File: src/rtl/timer_bank_if.sv
`default_nettype none
// ---------------------------------------------------------------------------
// timer_bank_if : device-bus port bundle for timer_bank
// Rev 1.0
// ---------------------------------------------------------------------------
interface timer_bank_if;
  logic [31:0] addr;
  logic        re;
  logic [3:0]  we;
  logic [31:0] wdata;
  logic [31:0] rdata;
  logic        hit;
  logic        addr_err;

  modport master (output addr, re, we, wdata, input rdata, hit, addr_err);
  modport slave  (input addr, re, we, wdata, output rdata, hit, addr_err);
endinterface
`default_nettype wire

File: src/rtl/timer_bank.sv
`default_nettype none
// ---------------------------------------------------------------------------
// timer_bank : NUM_CH prescaled down-counting timers with sticky IRQs
// Rev 1.0
// ---------------------------------------------------------------------------
module timer_bank #(
  parameter int          NUM_CH    = 4,
  parameter logic [31:0] BASE_ADDR = 32'h0000_7f00,
  parameter int          CH_STRIDE = 16,
  parameter int          COUNT_W   = 32
) (
  input  wire logic        clk,
  input  wire logic        reset,
  timer_bank_if.slave      bus,
  output logic [NUM_CH-1:0] irq,
  output logic              irq_any
);

  localparam int          c_SHIFT   = $clog2(CH_STRIDE);
  localparam int          c_CH_W    = (NUM_CH > 1) ? $clog2(NUM_CH) : 1;
  localparam logic [31:0] c_SPAN    = 32'(NUM_CH * CH_STRIDE);
  localparam logic [31:0] c_HI_MASK = 32'(CH_STRIDE - 1) & ~32'hF;

  typedef enum logic [1:0] {
    S_IDLE = 2'd0,
    S_LOAD = 2'd1,
    S_CNT  = 2'd2,
    S_INT  = 2'd3
  } state_t;

  logic [31:0]       w_off;
  logic              w_hit;
  logic              w_in_regs;
  logic [c_CH_W-1:0] w_ch;
  logic [1:0]        w_reg;
  logic              w_we_any;
  logic              w_we_full;
  logic              w_err;
  logic              w_wr;
  logic [31:0]       w_rd_word [NUM_CH];

  assign w_off     = bus.addr - BASE_ADDR;
  assign w_hit     = (bus.addr >= BASE_ADDR) && (w_off < c_SPAN);
  assign w_in_regs = ((w_off & c_HI_MASK) == 32'd0);
  assign w_ch      = w_off[c_SHIFT +: c_CH_W];
  assign w_reg     = bus.addr[3:2];
  assign w_we_any  = |bus.we;
  assign w_we_full = &bus.we;

  // Misaligned, partial-word and COUNT writes are all reported as bus errors.
  assign w_err = w_hit && (bus.re || w_we_any) &&
                 ((bus.addr[1:0] != 2'b00) || (w_we_any && !w_we_full) ||
                  (w_we_full && (w_reg == 2'd2)));
  assign w_wr  = w_hit && w_we_full && !w_err && w_in_regs;

  assign bus.hit      = w_hit;
  assign bus.addr_err = w_err;
  assign bus.rdata    = (w_hit && bus.re && !w_err && w_in_regs) ? w_rd_word[w_ch] : 32'd0;
  assign irq_any      = |irq;

  for (genvar i = 0; i < NUM_CH; i++) begin : g_ch
    localparam logic [c_CH_W-1:0] c_IDX = c_CH_W'(i);

    logic               r_en;
    logic [1:0]         r_mode;
    logic               r_im;
    logic               r_pend;
    logic [COUNT_W-1:0] r_preset;
    logic [COUNT_W-1:0] r_count;
    logic [COUNT_W-1:0] r_div;
    logic [COUNT_W-1:0] r_presc;
    state_t             r_state;

    logic w_sel;
    logic w_ctrl_wr;
    logic w_tick;

    assign w_sel     = w_wr && (w_ch == c_IDX);
    assign w_ctrl_wr = w_sel && (w_reg == 2'd0);
    assign w_tick    = (r_presc == r_div);

    always_ff @(posedge clk or negedge reset) begin
      if (!reset) begin
        r_en     <= 1'b0;
        r_mode   <= 2'b00;
        r_im     <= 1'b0;
        r_pend   <= 1'b0;
        r_preset <= '0;
        r_count  <= '0;
        r_div    <= '0;
        r_presc  <= '0;
        r_state  <= S_IDLE;
      end else begin
        if (w_sel && (w_reg == 2'd1)) r_preset <= bus.wdata[COUNT_W-1:0];
        if (w_sel && (w_reg == 2'd3)) r_div    <= bus.wdata[COUNT_W-1:0];
        // A CTRL write overrides the FSM, so its pending clear beats any set.
        if (w_ctrl_wr) begin
          r_en    <= bus.wdata[0];
          r_mode  <= bus.wdata[2:1];
          r_im    <= bus.wdata[3];
          r_pend  <= 1'b0;
          r_state <= bus.wdata[0] ? S_LOAD : S_IDLE;
        end else begin
          case (r_state)
            S_IDLE: if (r_en) r_state <= S_LOAD;
            S_LOAD: begin
              r_count <= r_preset;
              r_presc <= '0;
              r_state <= S_CNT;
            end
            S_CNT: begin
              if (!r_en) begin
                r_state <= S_IDLE;
              end else if (w_tick) begin
                r_presc <= '0;
                if (r_count > COUNT_W'(1)) begin
                  r_count <= r_count - COUNT_W'(1);
                end else begin
                  r_count <= '0;
                  r_state <= S_INT;
                  if (r_mode != 2'b01) r_pend <= 1'b1;
                end
              end else begin
                r_presc <= r_presc + COUNT_W'(1);
              end
            end
            S_INT: begin
              if (r_mode == 2'b01) begin
                r_state <= S_LOAD;
              end else begin
                r_en    <= 1'b0;
                r_state <= S_IDLE;
              end
            end
            default: r_state <= S_IDLE;
          endcase
        end
      end
    end

    assign irq[i] = r_im && (r_pend || ((r_state == S_INT) && (r_mode == 2'b01)));

    assign w_rd_word[i] = (w_reg == 2'd0) ? {28'd0, r_im, r_mode, r_en} :
                          (w_reg == 2'd1) ? 32'(r_preset) :
                          (w_reg == 2'd2) ? 32'(r_count)  :
                                            32'(r_div);
  end

endmodule
`default_nettype wire

File: src/flat_wrapper.sv
// flat-port wrapper written by rule: the top's interface ports become plain ports
module timer_bank_flat 
#(
  parameter int          NUM_CH    = 4,
  parameter logic [31:0] BASE_ADDR = 32'h0000_7f00,
  parameter int          CH_STRIDE = 16,
  parameter int          COUNT_W   = 32
)
  (clk, reset, irq, irq_any, bus_addr, bus_re, bus_we, bus_wdata, bus_rdata, bus_hit, bus_addr_err);
  timer_bank_if bus_i ();
  input  wire logic clk;
  input  wire logic reset;
  output logic [NUM_CH-1:0] irq;
  output logic irq_any;
  input wire logic [$bits(bus_i.addr)-1:0] bus_addr;
  input wire logic [$bits(bus_i.re)-1:0] bus_re;
  input wire logic [$bits(bus_i.we)-1:0] bus_we;
  input wire logic [$bits(bus_i.wdata)-1:0] bus_wdata;
  output wire logic [$bits(bus_i.rdata)-1:0] bus_rdata;
  output wire logic [$bits(bus_i.hit)-1:0] bus_hit;
  output wire logic [$bits(bus_i.addr_err)-1:0] bus_addr_err;
  assign bus_i.addr = bus_addr;
  assign bus_i.re = bus_re;
  assign bus_i.we = bus_we;
  assign bus_i.wdata = bus_wdata;
  assign bus_rdata = bus_i.rdata;
  assign bus_hit = bus_i.hit;
  assign bus_addr_err = bus_i.addr_err;
  timer_bank #(.NUM_CH(NUM_CH), .BASE_ADDR(BASE_ADDR), .CH_STRIDE(CH_STRIDE), .COUNT_W(COUNT_W)) u_core (.clk(clk), .reset(reset), .bus(bus_i), .irq(irq), .irq_any(irq_any));
endmodule
File: config.mk
export PLATFORM = sky130hd
export DESIGN_NAME = timer_bank_flat
export DESIGN_NICKNAME = d
export VERILOG_FILES = /design/src/rtl/timer_bank_if.sv /design/src/rtl/timer_bank.sv /design/src/flat_wrapper.sv
export SDC_FILE = /design/constraint.sdc
export NUM_CORES = 1
export LEC_CHECK = 0
export BUFFER_PORTS_ARGS = -buffer_cell sky130_fd_sc_hd__buf_2
export CAP_MARGIN = 20
export CORE_UTILIZATION = 67
export CTS_CLUSTER_SIZE = 30
export DETAILED_ROUTE_END_ITERATION = 8
export PLACE_DENSITY_LB_ADDON = 0.12
export SETUP_SLACK_MARGIN = 0.05
export SLEW_MARGIN = 30
export SYNTH_ARGS = -nofsm -noshare
export SYNTH_HDL_FRONTEND = slang
export SYNTH_SLANG_ARGS = --single-unit
export TNS_END_PERCENT = 10
File: constraint.sdc
create_clock -name clk -period 8.02 [get_ports clk]
set_input_delay 0.401 -clock clk [delete_from_list [all_inputs] [get_ports clk]]
set_output_delay 0.401 -clock clk [all_outputs]
set_load 0.05 [all_outputs]
==> reports/qor.csv, run 1 <==
stage;metric;value;unit
detailed_routing;vias;26330;
worst_hold_path;type of the most critical hold path;input port to register;
power_and_ir_drop;Flop pwr share;0.480;
timing;final number of setup-violating endpoints;0;
clock_network;clock slew at reported path FFs;60;ps
die;horizontal extent of the die;217.1;microns
worst_setup_path;R2R cell count;7;
detailed_routing;first-pass iteration count of the detailed router;6;
clock_network;total clock buffers created by CTS;57;
power_and_ir_drop;relative contribution of combinational cells to total power;0.043;
worst_setup_path;start-to-end type of the worst setup path;input port to primary output;
placed_design;IO Port Bufs;109;
worst_hold_path;sink of the worst hold path;u_core.g_ch[0].r_mode[1];
synth;Mapped Cells;2957;
power_and_ir_drop;Clk pwr share;0.478;
placed_design;number of placed instances with taps included;3530;
synth;Post-Synthesis Net Count;3060;
timing;minimum clock period after layout;4213;ps
power_and_ir_drop;Int Pwr;4413;uW
worst_setup_path;nature of the critical path endpoint;primary output;
global_route;maximum number of pins on one net before global-route repair;157;
clock_network;Worst-Skew Late Latency;640;ps
power_and_ir_drop;Power per Cell Area;169.1;mW/mm^2
synth;Post-Synthesis Cell Area;0.03099;sq mm
synth;register area share after synthesis;0.4360;
synth;count of different cell masters after synthesis;83;
timing;transition at the pin with the smallest max-transition slack;1137;ps
power_and_ir_drop;net switching power of the design;1294;uW
synth;flip-flop cell with the highest count after synthesis;sky130_fd_sc_hd__dfrtp_1;
timing;Setup Total Neg Slack;0;ps
placed_design;Routability Congestion;1.054;
cells_and_area;Total Nets Final;3094;
global_route;global router's overall resource usage;0.4476;
detailed_routing;mean routed wirelength per cell;28.76;microns
detailed_routing;post-DR vias/cell;7.250;
die;Chip Height;217.1;microns
clock_network;maximum clock insertion buffer count;3;
timing;period utilisation layout;0.5253;
worst_setup_path;Crit Reg-Reg Endpoint;u_core.g_ch[1].r_count[23];
flow_run;number of maximum-capacitance violations;0;
timing;worst slew slack as a fraction of its limit;0.2350;
global_route;global route total overflow;0;
timing;maximum operating frequency;237.4;MHz
die;row count;78;
worst_setup_path;worst endpoint required time;7620;ps
detailed_routing;wire length reported by the detailed router;104400;microns
synth;YS warnings;0;
clock_network;clock tree from TritonCTS;yes;
synth;Mapped Avg Cell Area;10.48;sq um
power_and_ir_drop;P_leak;0.01496;uW
placed_design;detailed placer's ending HPWL;75620;microns
worst_hold_path;start point of the worst hold path;bus_wdata[2];
detailed_routing;number of remaining DRC errors;0;
clock_network;setup repair bufs after CTS;0;
clock_network;H-tree depth;2;
timing;minimum setup slack in the final design;3807;ps
worst_setup_path;type of origin of the critical path;input port;
global_route;number of global-route vias before repair;24950;
power_and_ir_drop;highest ir drop seen on vdd;0.0002173;V
die;area of the core;0.04548;sq mm
cells_and_area;final non-filler cell total;3631;
synth;number of enable-type register cells in the synthesized netlist;0;
worst_setup_path;arrival time of data at the critical path endpoint;3810;ps
cells_and_area;fraction of layout cells with a size suffix above 1;0.2069;
worst_setup_path;internal reg-to-reg setup slack;4100;ps
timing;hold violation total from the final report;0;
synth;Seq cells post-synth;540;
global_route;first-pass GRT wire length;156700;microns
placed_design;dpl ws;3948;ps
detailed_routing;Iteration-0 DRC Markers;3601;
power_and_ir_drop;switching power share of the total;0.2267;
die;Initial Utilization;0.6815;
worst_setup_path;crit-path max FO;28;
detailed_routing;DRT antenna net count;0;
clock_network;CTS sink cnt;540;
die;Ports;110;
cells_and_area;final core area utilization;0.7420;
global_route;initial antenna violation count;8;
worst_setup_path;Worst R2R Start;u_core.g_ch[1].r_count[23];
clock_network;root buffer cell;sky130_fd_sc_hd__clkbuf_16;
worst_hold_path;worst hold path stage count;3;
die;die footprint;0.04713;sq mm
cells_and_area;post-synthesis to final-layout area growth;8.877;%
timing;setup repair after global routing missed its margin;false;
timing;clk_skew;19.19;ps
synth;share of flip-flops with an asynchronous set or reset;1.000;
outcome;status;completed;
timing;max-slew violation count;0;
## cells in the mapped netlist, types with 12 or more instances
cell / n / share of area
sky130_fd_sc_hd__a211oi_1: 28 / 0.0068
sky130_fd_sc_hd__a21oi_1: 152 / 0.025
sky130_fd_sc_hd__a22oi_1: 37 / 0.0090
sky130_fd_sc_hd__a31oi_1: 26 / 0.0052
sky130_fd_sc_hd__a32oi_1: 36 / 0.010
sky130_fd_sc_hd__and2_1: 13 / 0.0026
sky130_fd_sc_hd__and3_1: 41 / 0.0083
sky130_fd_sc_hd__and4_1: 16 / 0.0045
sky130_fd_sc_hd__buf_2: 29 / 0.0047
sky130_fd_sc_hd__buf_4: 13 / 0.0031
sky130_fd_sc_hd__buf_6: 18 / 0.0065
sky130_fd_sc_hd__clkbuf_1: 100 / 0.012
sky130_fd_sc_hd__dfrtp_1: 540 / 0.44
sky130_fd_sc_hd__ha_1: 32 / 0.013
sky130_fd_sc_hd__inv_1: 62 / 0.0075
sky130_fd_sc_hd__mux2_2: 191 / 0.069
sky130_fd_sc_hd__mux2_4: 60 / 0.029
sky130_fd_sc_hd__mux2i_1: 38 / 0.012
sky130_fd_sc_hd__mux4_2: 99 / 0.072
sky130_fd_sc_hd__nand2_1: 168 / 0.020
sky130_fd_sc_hd__nand2b_1: 12 / 0.0024
sky130_fd_sc_hd__nand3_1: 58 / 0.0094
sky130_fd_sc_hd__nand4_1: 68 / 0.014
sky130_fd_sc_hd__nor2_1: 237 / 0.029
sky130_fd_sc_hd__nor2b_1: 30 / 0.0061
sky130_fd_sc_hd__nor3_1: 81 / 0.013
sky130_fd_sc_hd__nor4_1: 57 / 0.012
sky130_fd_sc_hd__o21ai_0: 295 / 0.048
sky130_fd_sc_hd__o21ai_1: 39 / 0.0063
sky130_fd_sc_hd__o31ai_1: 31 / 0.0075
sky130_fd_sc_hd__or3_1: 29 / 0.0059
sky130_fd_sc_hd__or4_1: 15 / 0.0036
sky130_fd_sc_hd__xnor2_1: 114 / 0.032
sky130_fd_sc_hd__xor2_1: 67 / 0.019
## layout by cell type, fill, tap and decap left out, types with 26 or more instances in the layout
| master | netlist | layout |
|---|---|---|
| sky130_fd_sc_hd__mux4_2 | 99 | 99 |
| sky130_fd_sc_hd__xor2_1 | 67 | 67 |
| sky130_fd_sc_hd__buf_2 | 29 | 106 |
| sky130_fd_sc_hd__nand4_1 | 68 | 68 |
| sky130_fd_sc_hd__mux2_2 | 191 | 191 |
| sky130_fd_sc_hd__o21ai_0 | 295 | 294 |
| sky130_fd_sc_hd__mux2_4 | 60 | 60 |
| sky130_fd_sc_hd__a22oi_1 | 37 | 37 |
| sky130_fd_sc_hd__nor2b_1 | 30 | 27 |
| sky130_fd_sc_hd__buf_4 | 13 | 31 |
| sky130_fd_sc_hd__and3_1 | 41 | 41 |
| sky130_fd_sc_hd__nor2_1 | 237 | 236 |
| sky130_fd_sc_hd__a32oi_1 | 36 | 36 |
| sky130_fd_sc_hd__ha_1 | 32 | 32 |
| sky130_fd_sc_hd__xnor2_1 | 114 | 114 |
| sky130_fd_sc_hd__nand2_1 | 168 | 168 |
| sky130_fd_sc_hd__or3_1 | 29 | 29 |
| sky130_fd_sc_hd__a31oi_1 | 26 | 26 |
| sky130_fd_sc_hd__nor3_1 | 81 | 80 |
| sky130_fd_sc_hd__mux2i_1 | 38 | 38 |
| sky130_fd_sc_hd__clkbuf_16 | 0 | 57 |
| sky130_fd_sc_hd__o31ai_1 | 31 | 31 |
| sky130_fd_sc_hd__a211oi_1 | 28 | 28 |
| sky130_fd_sc_hd__o21ai_1 | 39 | 40 |
| sky130_fd_sc_hd__inv_1 | 62 | 62 |
| sky130_fd_sc_hd__nor4_1 | 57 | 54 |
| sky130_fd_sc_hd__a21oi_1 | 152 | 150 |
| sky130_fd_sc_hd__nand3_1 | 58 | 58 |
| sky130_fd_sc_hd__dfrtp_1 | 540 | 540 |
## through the flow
stage	hold WS, ps	instance area (sq um)	total power, uW
6_report	148.2	33750	5707
5_1_grt	167.2	33750	5836
4_1_cts	142.4	33700	5713
3_5_place_dp	489.7	31800	3025
3_3_place_gp	480.4	31740	3019
2_1_floorplan	105.4	30990	2890
## final cells by class
class / instances / area [sq um]
inverter: 65 / 244.0
fill: 3211 / 11730
timing repair buffer: 145 / 889.6
multi-input combinational: 2182 / 16460
clock inverter: 15 / 232.7
clock buffer: 83 / 1654
tap: 600 / 750.7
antenna: 1 / 2.502
sequential: 540 / 13510
## cell families (layout without fill, tap and decap cells)
family / after synthesis / count (layout) / share of synthesized area
and+or+nand+nor: 867 / 867 / 0.1442
AOI/OAI and AO/OA: 703 / 703 / 0.1334
DFF: 540 / 540 / 0.4360
muxes: 399 / 399 / 0.1867
buffers and inverters: 235 / 308 / 0.03569
xor gates and xnor gates: 181 / 181 / 0.05115
adders and majority gates: 32 / 32 / 0.01292
other: 0 / 1 / 0
## power by group through the flow
| stage | registers, uW | logic (uW) | clock network [uW] |
|---|---|---|---|
| 2_1_floorplan | 2790 | 104 | 0 |
| 4_1_cts | 2740 | 239 | 2740 |
| 6_report | 2740 | 243 | 2730 |
| 3_5_place_dp | 2790 | 238 | 0 |
| 3_3_place_gp | 2790 | 232 | 0 |
| 5_1_grt | 2740 | 259 | 2840 |
## worst max-delay path: stages
cell	delay (ps)
sky130_fd_sc_hd__buf_2	100
sky130_fd_sc_hd__or4_1	530
sky130_fd_sc_hd__nor3_1	450
sky130_fd_sc_hd__nand2_1	240
sky130_fd_sc_hd__inv_1	120
sky130_fd_sc_hd__nand4_1	250
sky130_fd_sc_hd__or2_2	640
sky130_fd_sc_hd__a211oi_1	680
sky130_fd_sc_hd__buf_2	390
## repair_timing
item | CTS | global route
hold buffers | 1 | 0
endpoints found under the setup margin | 0 | 0
endpoints found under the hold margin | 108 | 0
resized for setup | 0 | 0
## how the worst max path moves through the flow
| stage | start | end | slack [ps] | depth (start not counted) |
|---|---|---|---|---|
| CTS | bus_addr[18] | bus_rdata[13] | 3940 | 9 |
| finish | bus_addr[19] | bus_rdata[13] | 3810 | 9 |
| global placement | bus_addr[3] | bus_rdata[15] | 3620 | 9 |
| global route | bus_addr[19] | bus_rdata[13] | 3660 | 9 |
| detailed placement | bus_addr[18] | bus_rdata[13] | 3950 | 9 |
| floorplan | bus_addr[19] | bus_rdata[26] | 3810 | 9 |
## registers in the layout, summed over array words and instances (netlist names)
signal                flops
u_core.g_ch.r_presc     128
u_core.g_ch.r_en          4
u_core.g_ch.r_preset    128
u_core.g_ch.r_pend        4
u_core.g_ch.r_im          4
u_core.g_ch.r_div       128
u_core.g_ch.r_mode        8
u_core.g_ch.r_state       8
u_core.g_ch.r_count     128
## routing by layer
| layer | vias up | track usage | part of all wire |
|---|---|---|---|
| met1 | 13010 | 0.5961 | 0.37 |
| li1 | 11050 | - | - |
| met2 | 1830 | 0.6613 | 0.44 |
| met3 | 426 | 0.1336 | 0.12 |
| met5 | - | 0 | 0.00076 |
| met4 | 12 | 0.2413 | 0.065 |
No activity file was read; power rests on OpenSTA's default activity.
==> inputs of run 2 (changes only) <==
Settings changed: CORE_UTILIZATION 67 to 63.
Clock period 8.02 ns to 4.05 ns, I/O delays scaled along.
==> reports/qor.csv, run 2 (synthesis gave the netlist of run 1 again) <==
stage;metric;value;unit;change
outcome;status;completed;;
timing;minimum clock period after layout;3703;ps;
die;Initial Utilization;0.6438;;-0.03776
worst_setup_path;crit-path max FO;28;;unchanged
detailed_routing;first-pass iteration count of the detailed router;7;;+1
clock_network;root buffer cell;sky130_fd_sc_hd__clkbuf_16;;
timing;final number of setup-violating endpoints;0;;unchanged
timing;max-slew violation count;0;;unchanged
timing;hold violation total from the final report;0;;unchanged
detailed_routing;DRT antenna net count;0;;unchanged
clock_network;Worst-Skew Late Latency;640;ps;about the same
power_and_ir_drop;relative contribution of combinational cells to total power;0.044;;about the same
global_route;global route total overflow;0;;unchanged
cells_and_area;Total Nets Final;3124;;+0.97%
detailed_routing;post-DR vias/cell;7.006;;-3.4%
detailed_routing;wire length reported by the detailed router;100300;microns;-3.9%
die;row count;80;;+2.6%
flow_run;number of maximum-capacitance violations;0;;unchanged
clock_network;clock tree from TritonCTS;yes;;
cells_and_area;final non-filler cell area;0.03410;sq mm;+1.0%
worst_setup_path;worst endpoint required time;3850;ps;-3770 ps
timing;setup repair after global routing missed its margin;false;;
power_and_ir_drop;Power per Cell Area;331.0;mW/mm^2;+96%
detailed_routing;Iteration-0 DRC Markers;3330;;-7.5%
power_and_ir_drop;Int Pwr;8678;uW;+97%
die;Ports;110;;unchanged
worst_setup_path;start-to-end type of the worst setup path;input port to primary output;;
global_route;maximum number of pins on one net before global-route repair;98;;-38%
cells_and_area;post-synthesis to final-layout area growth;10.01;%;
worst_hold_path;type of the most critical hold path;input port to register;;
die;area of the core;0.04815;sq mm;+5.9%
clock_network;clock slew at reported path FFs;60;ps;about the same
die;horizontal extent of the die;223.8;microns;+3.1%
detailed_routing;number of remaining DRC errors;0;;unchanged
placed_design;IO Port Bufs;109;;unchanged
timing;period utilisation layout;0.9143;;
cells_and_area;commonest non-fill, non-tap cell in the layout;sky130_fd_sc_hd__dfrtp_1;;
power_and_ir_drop;Flop pwr share;0.480;;about the same
placed_design;number of placed instances with taps included;3608;;+2.2%
global_route;initial antenna violation count;2;;-6
detailed_routing;mean routed wirelength per cell;26.95;microns;-6.3%
worst_setup_path;nature of the critical path endpoint;primary output;;
timing;clk_skew;21.04;ps;+1.858 ps
cells_and_area;fraction of layout cells with a size suffix above 1;0.2121;;+0.005141
cells_and_area;final non-filler cell total;3721;;+2.5%
power_and_ir_drop;switching power share of the total;0.2310;;+0.004319
power_and_ir_drop;highest ir drop seen on vdd;0.0003079;V;+42%
worst_setup_path;highest cell delay on the worst timing path;650;ps;-30 ps
power_and_ir_drop;Clk pwr share;0.475;;-0.003
clock_network;CTS sink cnt;540;;unchanged
cells_and_area;final core area utilization;0.7082;;-0.03381
die;die footprint;0.05009;sq mm;+6.3%
cells_and_area;antenna diode instance count;0;;-1
worst_setup_path;arrival time of data at the critical path endpoint;3500;ps;-310 ps
worst_setup_path;R2R cell count;8;;+1
worst_hold_path;worst hold path stage count;2;;-1
placed_design;detailed placer's ending HPWL;74590;microns;-1.4%
clock_network;H-tree depth;2;;unchanged
die;Chip Height;223.8;microns;+3.1%
power_and_ir_drop;P_leak;0.01512;uW;+1.0%
global_route;number of global-route vias before repair;24460;;-2.0%
power_and_ir_drop;net switching power of the design;2607;uW;+100%
placed_design;Routability Congestion;0.9981;;-5.3%
worst_hold_path;start point of the worst hold path;bus_wdata[12];;
cells_and_area;Fill cells;3529;;+9.9%
global_route;global router's overall resource usage;0.4046;;-0.04302
global_route;first-pass GRT wire length;152100;microns;-2.9%
clock_network;total clock buffers created by CTS;58;;+1.8%
worst_setup_path;master of the slowest instance on the critical path;sky130_fd_sc_hd__a211oi_1;;
timing;worst slew slack as a fraction of its limit;0.3562;;+0.1213
timing;Setup Total Neg Slack;0;ps;unchanged
worst_setup_path;type of origin of the critical path;input port;;
worst_setup_path;Worst R2R Start;u_core.g_ch[3].r_count[25];;
timing;maximum operating frequency;270.0;MHz;
worst_setup_path;cells along the critical path;buf_2 -> or4_1 -> nor3_1 -> nand2_1 -> inv_1 -> nand4_1 -> or2_2 -> a211oi_1 -> buf_2;;
placed_design;area of placed instances;0.03209;sq mm;+0.92%
worst_setup_path;launching element of the worst setup path;bus_addr[19];;
detailed_routing;vias;26070;;-0.98%
clock_network;maximum clock insertion buffer count;3;;unchanged
timing;transition at the pin with the smallest max-transition slack;965.6;ps;-171.4 ps
cells_and_area;most frequent cells in the layout;sky130_fd_sc_hd__dfrtp_1, sky130_fd_sc_hd__o21ai_0, sky130_fd_sc_hd__nor2_1;;
worst_setup_path;cell occurring most often along the worst timing path;sky130_fd_sc_hd__buf_2;;
==> run 2: final cells by class <==
type                       count  area (sq um)  area share
clock buffer                  92          1783     0.05229
clock inverter                12         110.1    0.003229
inverter                      65         244.0    0.007155
multi-input combinational   2182         16450      0.4824
sequential                   540         13510      0.3963
tap                          656         820.8     0.02407
timing repair buffer         174          1179     0.03457
==> run 2: power groups by stage <==
| stage | logic [uW] | clock network, uW | registers [uW] |
|---|---|---|---|
| floorplan | 206 | 0 | 5520 |
| global placement | 488 | 0 | 5520 |
| detailed placement | 492 | 0 | 5520 |
| CTS | 500 | 5370 | 5420 |
| global route | 535 | 5580 | 5420 |
| finish | 500 | 5370 | 5420 |
==> run 2: final timing paths <==
kind                                              end  slack (ps)
max                                      bus_rdata[9]         350
min                          u_core.g_ch[0].r_div[12]          10
max reg2reg                 u_core.g_ch[3].r_state[0]         750
min reg2reg                     u_core.g_ch[0].r_pend         510
max in group asynchronous  u_core.g_ch[2].r_presc[22]        2840
min in group asynchronous  u_core.g_ch[0].r_count[21]         180
==> run 2: timing repair <==
item	CTS	global route
gates resized for setup	0	0
hold buffers	9	0
setup buffers	0	0
endpoints found under the hold margin	115	0
==> run 2: through the flow <==
step,setup WS [ps],hold WS [ps],power (uW)
5_1_grt,254.9,4.662,11530
4_1_cts,518.9,1.560,11290
6_report,347.0,11.48,11290
2_1_floorplan,238.0,-93.09,5722
3_3_place_gp,514.4,285.1,6005
3_5_place_dp,533.3,288.3,6009
==> run 2: per-layer routing <==
layer | track usage | share of wire | up-vias
li1 | - | - | 11100
met4 | 0.1622 | 0.047 | 4
met3 | 0.09470 | 0.11 | 324
met1 | 0.5734 | 0.40 | 12990
met5 | 0 | 0.00027 | -
met2 | 0.6040 | 0.44 | 1649
==> run 2: critical path: cells and delay by family <==
family,cells,cell delay (ps)
and+or+nand+nor,5,2030
AOI/OAI and AO/OA,1,650
buffers and inverters,3,600
